### config.mk
export PLATFORM = sky130hd
export DESIGN_NAME = muldiv_ctrl
export DESIGN_NICKNAME = d
export VERILOG_FILES = /design/src/rtl/muldiv_ctrl.sv
export SDC_FILE = /design/constraint.sdc
export NUM_CORES = 1
export LEC_CHECK = 0
export CORE_AREA = 2 2 141 143
export CTS_CLUSTER_DIAMETER = 150
export CTS_CLUSTER_SIZE = 28
export DETAILED_ROUTE_END_ITERATION = 16
export DIE_AREA = 0 0 143 145
export GPL_TIMING_DRIVEN = 0
export PLACE_DENSITY = 0.72
export SETUP_SLACK_MARGIN = 0.1
export SKIP_LAST_GASP = 1
export SYNTH_ARGS = -nofsm -noshare
export SYNTH_HDL_FRONTEND = slang
export SYNTH_SLANG_ARGS = --single-unit
### constraint.sdc
create_clock -name clk -period 2.3 [get_ports clk]
set_input_delay 0.69 -clock clk [delete_from_list [all_inputs] [get_ports clk]]
set_output_delay 0.69 -clock clk [all_outputs]
set_load 0.01 [all_outputs]
### src/rtl/muldiv_ctrl.sv
// Sequencer for the HI/LO unit: issues one MULT/DIV to the external units, waits out their
// fixed latency, then captures the result into HI/LO. It also handles MTHI/MTLO writes.
module muldiv_ctrl #(
    parameter int DIV_LAT  = 32,
    parameter int MULT_LAT = 33,
    parameter int CNT_W    = 6
) (
    input  logic        clk,
    input  logic        reset,
    input  logic        start,
    input  logic        op,
    input  logic [31:0] a_in,
    input  logic [31:0] b_in,
    input  logic        hi_wr,
    input  logic        lo_wr,
    input  logic [31:0] wdata,
    input  logic [31:0] div_hi,
    input  logic [31:0] div_lo,
    input  logic        div_zero,
    input  logic [31:0] mult_hi,
    input  logic [31:0] mult_lo,
    output logic [31:0] op_a,
    output logic [31:0] op_b,
    output logic        DControl,
    output logic        MControl,
    output logic        busy,
    output logic [31:0] hi,
    output logic [31:0] lo,
    output logic        done,
    output logic        div0_exc
);

    localparam logic [1:0] IDLE  = 2'd0;
    localparam logic [1:0] ISSUE = 2'd1;
    localparam logic [1:0] WAIT  = 2'd2;

    localparam logic [CNT_W-1:0] DIV_INIT  = CNT_W'(DIV_LAT - 1);
    localparam logic [CNT_W-1:0] MULT_INIT = CNT_W'(MULT_LAT - 1);

    logic [1:0]       state_q, state_d;
    logic [CNT_W-1:0] cnt_q, cnt_d;
    logic             opR_q, opR_d;
    logic [31:0]      opA_q, opA_d;
    logic [31:0]      opB_q, opB_d;
    logic [31:0]      hi_q, hi_d;
    logic [31:0]      lo_q, lo_d;
    logic             dCtl_q, dCtl_d;
    logic             mCtl_q, mCtl_d;
    logic             done_q, done_d;
    logic             div0_q, div0_d;

    // The divider's Div0 flag is sticky, so it is only trusted in the first WAIT cycle.
    always_comb begin
        state_d = state_q;
        cnt_d   = cnt_q;
        opR_d   = opR_q;
        opA_d   = opA_q;
        opB_d   = opB_q;
        hi_d    = hi_q;
        lo_d    = lo_q;
        dCtl_d  = 1'b0;
        mCtl_d  = 1'b0;
        done_d  = 1'b0;
        div0_d  = 1'b0;
        case (state_q)
            IDLE: begin
                if (hi_wr) hi_d = wdata;
                if (lo_wr) lo_d = wdata;
                if (start) begin
                    opA_d   = a_in;
                    opB_d   = b_in;
                    opR_d   = op;
                    dCtl_d  = op;
                    mCtl_d  = ~op;
                    state_d = ISSUE;
                end
            end
            ISSUE: begin
                cnt_d   = opR_q ? DIV_INIT : MULT_INIT;
                state_d = WAIT;
            end
            WAIT: begin
                cnt_d = cnt_q - 1'b1;
                if (opR_q && (cnt_q == DIV_INIT) && div_zero) begin
                    div0_d  = 1'b1;
                    cnt_d   = '0;
                    state_d = IDLE;
                end else if (cnt_q == '0) begin
                    hi_d    = opR_q ? div_hi : mult_hi;
                    lo_d    = opR_q ? div_lo : mult_lo;
                    done_d  = 1'b1;
                    cnt_d   = '0;
                    state_d = IDLE;
                end
            end
            default: begin
                cnt_d   = '0;
                state_d = IDLE;
            end
        endcase
    end

    always_ff @(posedge clk) begin
        if (reset) begin
            state_q <= IDLE;
            cnt_q   <= '0;
            opR_q   <= 1'b0;
            opA_q   <= '0;
            opB_q   <= '0;
            hi_q    <= '0;
            lo_q    <= '0;
            dCtl_q  <= 1'b0;
            mCtl_q  <= 1'b0;
            done_q  <= 1'b0;
            div0_q  <= 1'b0;
        end else begin
            state_q <= state_d;
            cnt_q   <= cnt_d;
            opR_q   <= opR_d;
            opA_q   <= opA_d;
            opB_q   <= opB_d;
            hi_q    <= hi_d;
            lo_q    <= lo_d;
            dCtl_q  <= dCtl_d;
            mCtl_q  <= mCtl_d;
            done_q  <= done_d;
            div0_q  <= div0_d;
        end
    end

    assign busy     = (state_q != IDLE);
    assign op_a     = opA_q;
    assign op_b     = opB_q;
    assign hi       = hi_q;
    assign lo       = lo_q;
    assign DControl = dCtl_q;
    assign MControl = mCtl_q;
    assign done     = done_q;
    assign div0_exc = div0_q;

endmodule

==> summary.md, run 1 <==
| Metric | Value |
|---|---|
| Final ANT Viol Nets | 0 |
| Post-synthesis mux area share | 19.82% |
| Total GRT Usage | around 23% |
| Die Ht | 145 um |
| ANT cells | 0 |
| Grt ovf | 0 |
| Reg area | around 2800 um2 |
| I/O Pins | 364 |
| Total CTS buffers | 17 |
| Port Buffers | 362 |
| Hold WC Path Type | flop to flop |
| Crit path max-delay family | buffers and inverters |
| Htree depth | 4 |
| Final Wtd Congestion | around 0.84 |
| CTS clk-pin slew, worst paths | about 60 ps |
| R2R setup slack | around 300 ps |
| Share of cells above drive strength 1 | about 5.6% |
| Netlist cell types | 40 |
| Most used DFF post-synth | dfxtp_1 |
| TritonCTS clock tree | yes |
| Critical path depth | 5 |
| Worst Skew | 13.01 ps |
| Avg WL per Cell | roughly 17 um |
| Mapped cell area | ~6500 um2 |
| Final count of hold timing violations | 0 |
| Compound-cell area share of the yosys netlist | 12.02% |
| Yosys warning total | 0 |
| Tmin final | between 2000 and 2500 ps |
| Setup WS pre-CTS | -153.1 ps |
| Cells after DPL | 1,385 |
| Status | completed |
| Crit Path Class | flop to output port |
| Clk sinks | ~140 |
| Vias in the first global route | 6,778 |
| Critical path data arrival time | about 1400 ps |
| Worst hold path startpoint | op_b[18] |
| Kind of end point of the critical path | output port |
| Post-synth EDFFs | 0 |
| RSZ-0062 raised after global routing | true |
| Starting Density | between 30% and 40% |
| Vias | 6,667 |
| Worst reg2reg path startpoint | state_q[0] |
| Seq/Total Area, Yosys | between 40% and 50% |
| Pin count of the biggest net entering global routing | 17 |
| Final setup viols | 0 |
| Number of antenna violations at the first check in global routing | 0 |
| Worst VDD drop | 0.0005130 V |
| Tightest Pin Transition | between 600 and 700 ps |
| Hold Slack | roughly 450 ps |
| Final WL | about 24 mm |
| Pleak | between 4 and 5 nW |
| CP dominant cell by count | buf_6 |
| DRT iter0 DRCs | between 200 and 300 |
| Largest family of logic cells by synthesized area | multiplexers |
| Max_slew headroom | 53.68% |
| Total core area | ~19,000 um2 |
| Drt via density | around 4.7 |
| Max cap viols | 0 |
| CP Cell Sequence | inv_1, ha_2, buf_6, inv_2, buf_6 |
| CP max stage cell | dfxtp_2 |
| Die Wd | between 100 and 150 um |
| Final period util | between 90% and 100% |
| Cells after Synth | between 700 and 800 |
| Mean Syn Cell Area | between 8 and 9 um2 |
| Post-synthesis xor/xnor area fraction | less than 1% |
| Synth-to-Final Area Change | 69.67% |
| Ys async rst share | 0% |
| Footprint of the multi-input gates | ~3300 um2 |
| Postcts setup bufs | 0 |
| CTS root buf | clkbuf_16 |
| Peak Freq | between 400 and 500 MHz |
| Clk Latency, worst-skew pair | between 400 and 500 ps |
| Drt pass-1 iters | 4 |
| Reg-to-reg endpoint | lo[8] |
| Largest stage delay on the critical path | approximately 340 ps |
| CTS max path bufs | 2 |
| Post-synthesis simple-gate area fraction | 17.10% |
| Required @ worst endpoint | ~1600 ps |
| Non-filler cells in the finished layout | 1,417 |
| Syn_nets | approximately 1,000 |
| Post-cts resize count | 9 |
| Critical path buffers and inverters | 4 |
| Die area | about 21,000 um2 |
| Power density cells | between 600 and 700 nW/um2 |
| Reg2reg path depth | 8 |
| Worst Slack Setup Final | between 150 and 200 ps |
| Pins over their slew limit | 0 |
| CP endpoint | busy |
| DRC | 0 |
| Final #Nets | about 1,400 |
| Crit-path max FO | 10 |
| First-pass GRT wire length | 36.48 mm |
| Rows | around 50 |
| Post-CTS Hold Fix Bufs | 0 |
| Worst setup path start | state_q[0] |
| Adder-Cell Fraction of Synth Area | between 1 and 1.5% |
| Type of origin of the critical path | flop |
| Fill cell count | roughly 1,800 |
| Yosys reg bits | roughly 140 |
| DP HPWL | 19.26 mm |
-- per-stage QoR --
stage               instance area [um2]  TNS (ps)  utilization, %  total power, mW
finish                            11050         0           57.54            7.377
global route                      11050         0           57.54            7.708
CTS                               11050         0           57.51            7.451
detailed placement                10470     -2849           54.50            4.758
global placement                  10470     -2271           54.50            4.740
floorplan                          6514         0               -            3.710
-- sequential cells by signal (all words and copies together), names as in the netlist --
register / count
state_q: 2
opR_q: 1
DControl: 1
hi: 32
op_a: 32
op_b: 32
div0_exc: 1
cnt_q: 6
lo: 32
MControl: 1
done: 1
-- worst min-delay path by stage --
stage | to | slack (ps) | cells past startpoint
final | op_b[18] | 450 | 2
after global routing | op_a[16] | 470 | 2
after CTS | op_a[26] | 450 | 2
after detailed placement | op_a[26] | 450 | 2
after global placement | op_b[14] | 440 | 2
after floorplan | state_q[1] | 470 | 2
-- routing by layer --
metal  global-route usage [%]  vias to the layer above  share of wire [%]  wire [um]
met1                    25.10                     3045                 40       9773
met5                        0                        -                  0          0
met4                    7.822                        0                2.2        545
met2                    40.79                      264                 49      12040
met3                    7.426                       30                8.6       2092
li1                         -                     3328                  -          -
-- cell families after synthesis --
group,count (synthesis)
simple gates,265
flops,141
compound gates,149
mux,129
fa+ha+maj,7
buf+inv,65
xor+xnor,2
-- layout make-up --
class	count	share of cell area, %
Buffer	59	3.464
Tap cell	265	3.000
Timing Repair Buffer	362	32.80
Multi-Input combinational cell	552	29.82
Clock buffer	17	3.849
Inverter	6	0.2038
Clock inverter	15	1.313
Sequential cell	141	25.55
-- worst register-to-register path: stages, from the launching register on --
cell and delay (ps):
dfxtp_2 340, inv_1 110, ha_1 230, buf_2 250, buf_1 480, nor2_1 130, a21oi_1 190, mux2i_1 120
nor2_1 90
-- power by group --
part | switching (mW) | internal (mW)
logic | 0.849 | 1.10
clock network | 1.23 | 1.44
registers | 0.106 | 2.65
-- synth_stat cells (all sizes together), types with 2 or more instances --
| cell type | instances | area share [%] |
|---|---|---|
| nor2 | 100 | 5.8 |
| mux2i | 129 | 20 |
| buf | 29 | 4.0 |
| nand2 | 137 | 7.9 |
| a41oi | 2 | 0.27 |
| nand2b | 6 | 0.58 |
| a21oi | 135 | 10 |
| inv | 6 | 0.35 |
| nand4 | 2 | 0.19 |
| and3b | 2 | 0.27 |
| o22ai | 2 | 0.19 |
| clkbuf | 30 | 1.7 |
| a2bb2oi | 2 | 0.27 |
| ha | 7 | 1.3 |
| or3 | 3 | 0.29 |
| dfxtp | 141 | 43 |
| nor3b | 3 | 0.35 |
| nor4 | 2 | 0.42 |
| and2 | 2 | 0.19 |
| a31o | 3 | 0.40 |
-- cell usage in the layout, fill, tap and decap left out, types with 2 or more instances in the layout --
cell type        instances
a21oi_1                135
a2bb2oi_1                2
a31o_1                   3
a41oi_1                  2
and2_1                   2
and3b_1                  2
buf_1                    3
buf_12                   6
buf_2                   11
buf_4                    5
buf_6                    5
clkbuf_1                29
clkbuf_16               17
clkdlybuf4s50_1        361
clkinvlp_4               2
dfxtp_1                140
ha_1                     6
inv_1                    5
inv_6                    6
inv_8                    5
mux2i_1                129
nand2_1                137
nand2b_1                 6
nand4_1                  2
nor2_1                 100
nor3b_1                  3
o22ai_1                  2
or3_1                    3
Power figures use the tool's default switching activity.
==> inputs of run 2 (changes only) <==
--- a/config.mk
+++ b/config.mk
@@ -10,6 +10,7 @@
 export CTS_CLUSTER_SIZE = 28
 export DETAILED_ROUTE_END_ITERATION = 16
 export DIE_AREA = 0 0 143 145
+export GPL_ROUTABILITY_DRIVEN = 0
 export GPL_TIMING_DRIVEN = 0
 export PLACE_DENSITY = 0.72
 export SETUP_SLACK_MARGIN = 0.1
==> results of run 2 <==
No change in the layout: final DEF, timing and power equal those of run 1.
==> inputs of run 3 (changes only) <==
--- a/config.mk
+++ b/config.mk
@@ -12,6 +12,7 @@
 export DIE_AREA = 0 0 143 145
 export GPL_ROUTABILITY_DRIVEN = 0
 export GPL_TIMING_DRIVEN = 0
+export HOLD_SLACK_MARGIN = 0.08
 export PLACE_DENSITY = 0.72
 export SETUP_SLACK_MARGIN = 0.1
 export SKIP_LAST_GASP = 1
==> results of run 3 <==
No change in the layout: final DEF, timing and power equal those of run 1.
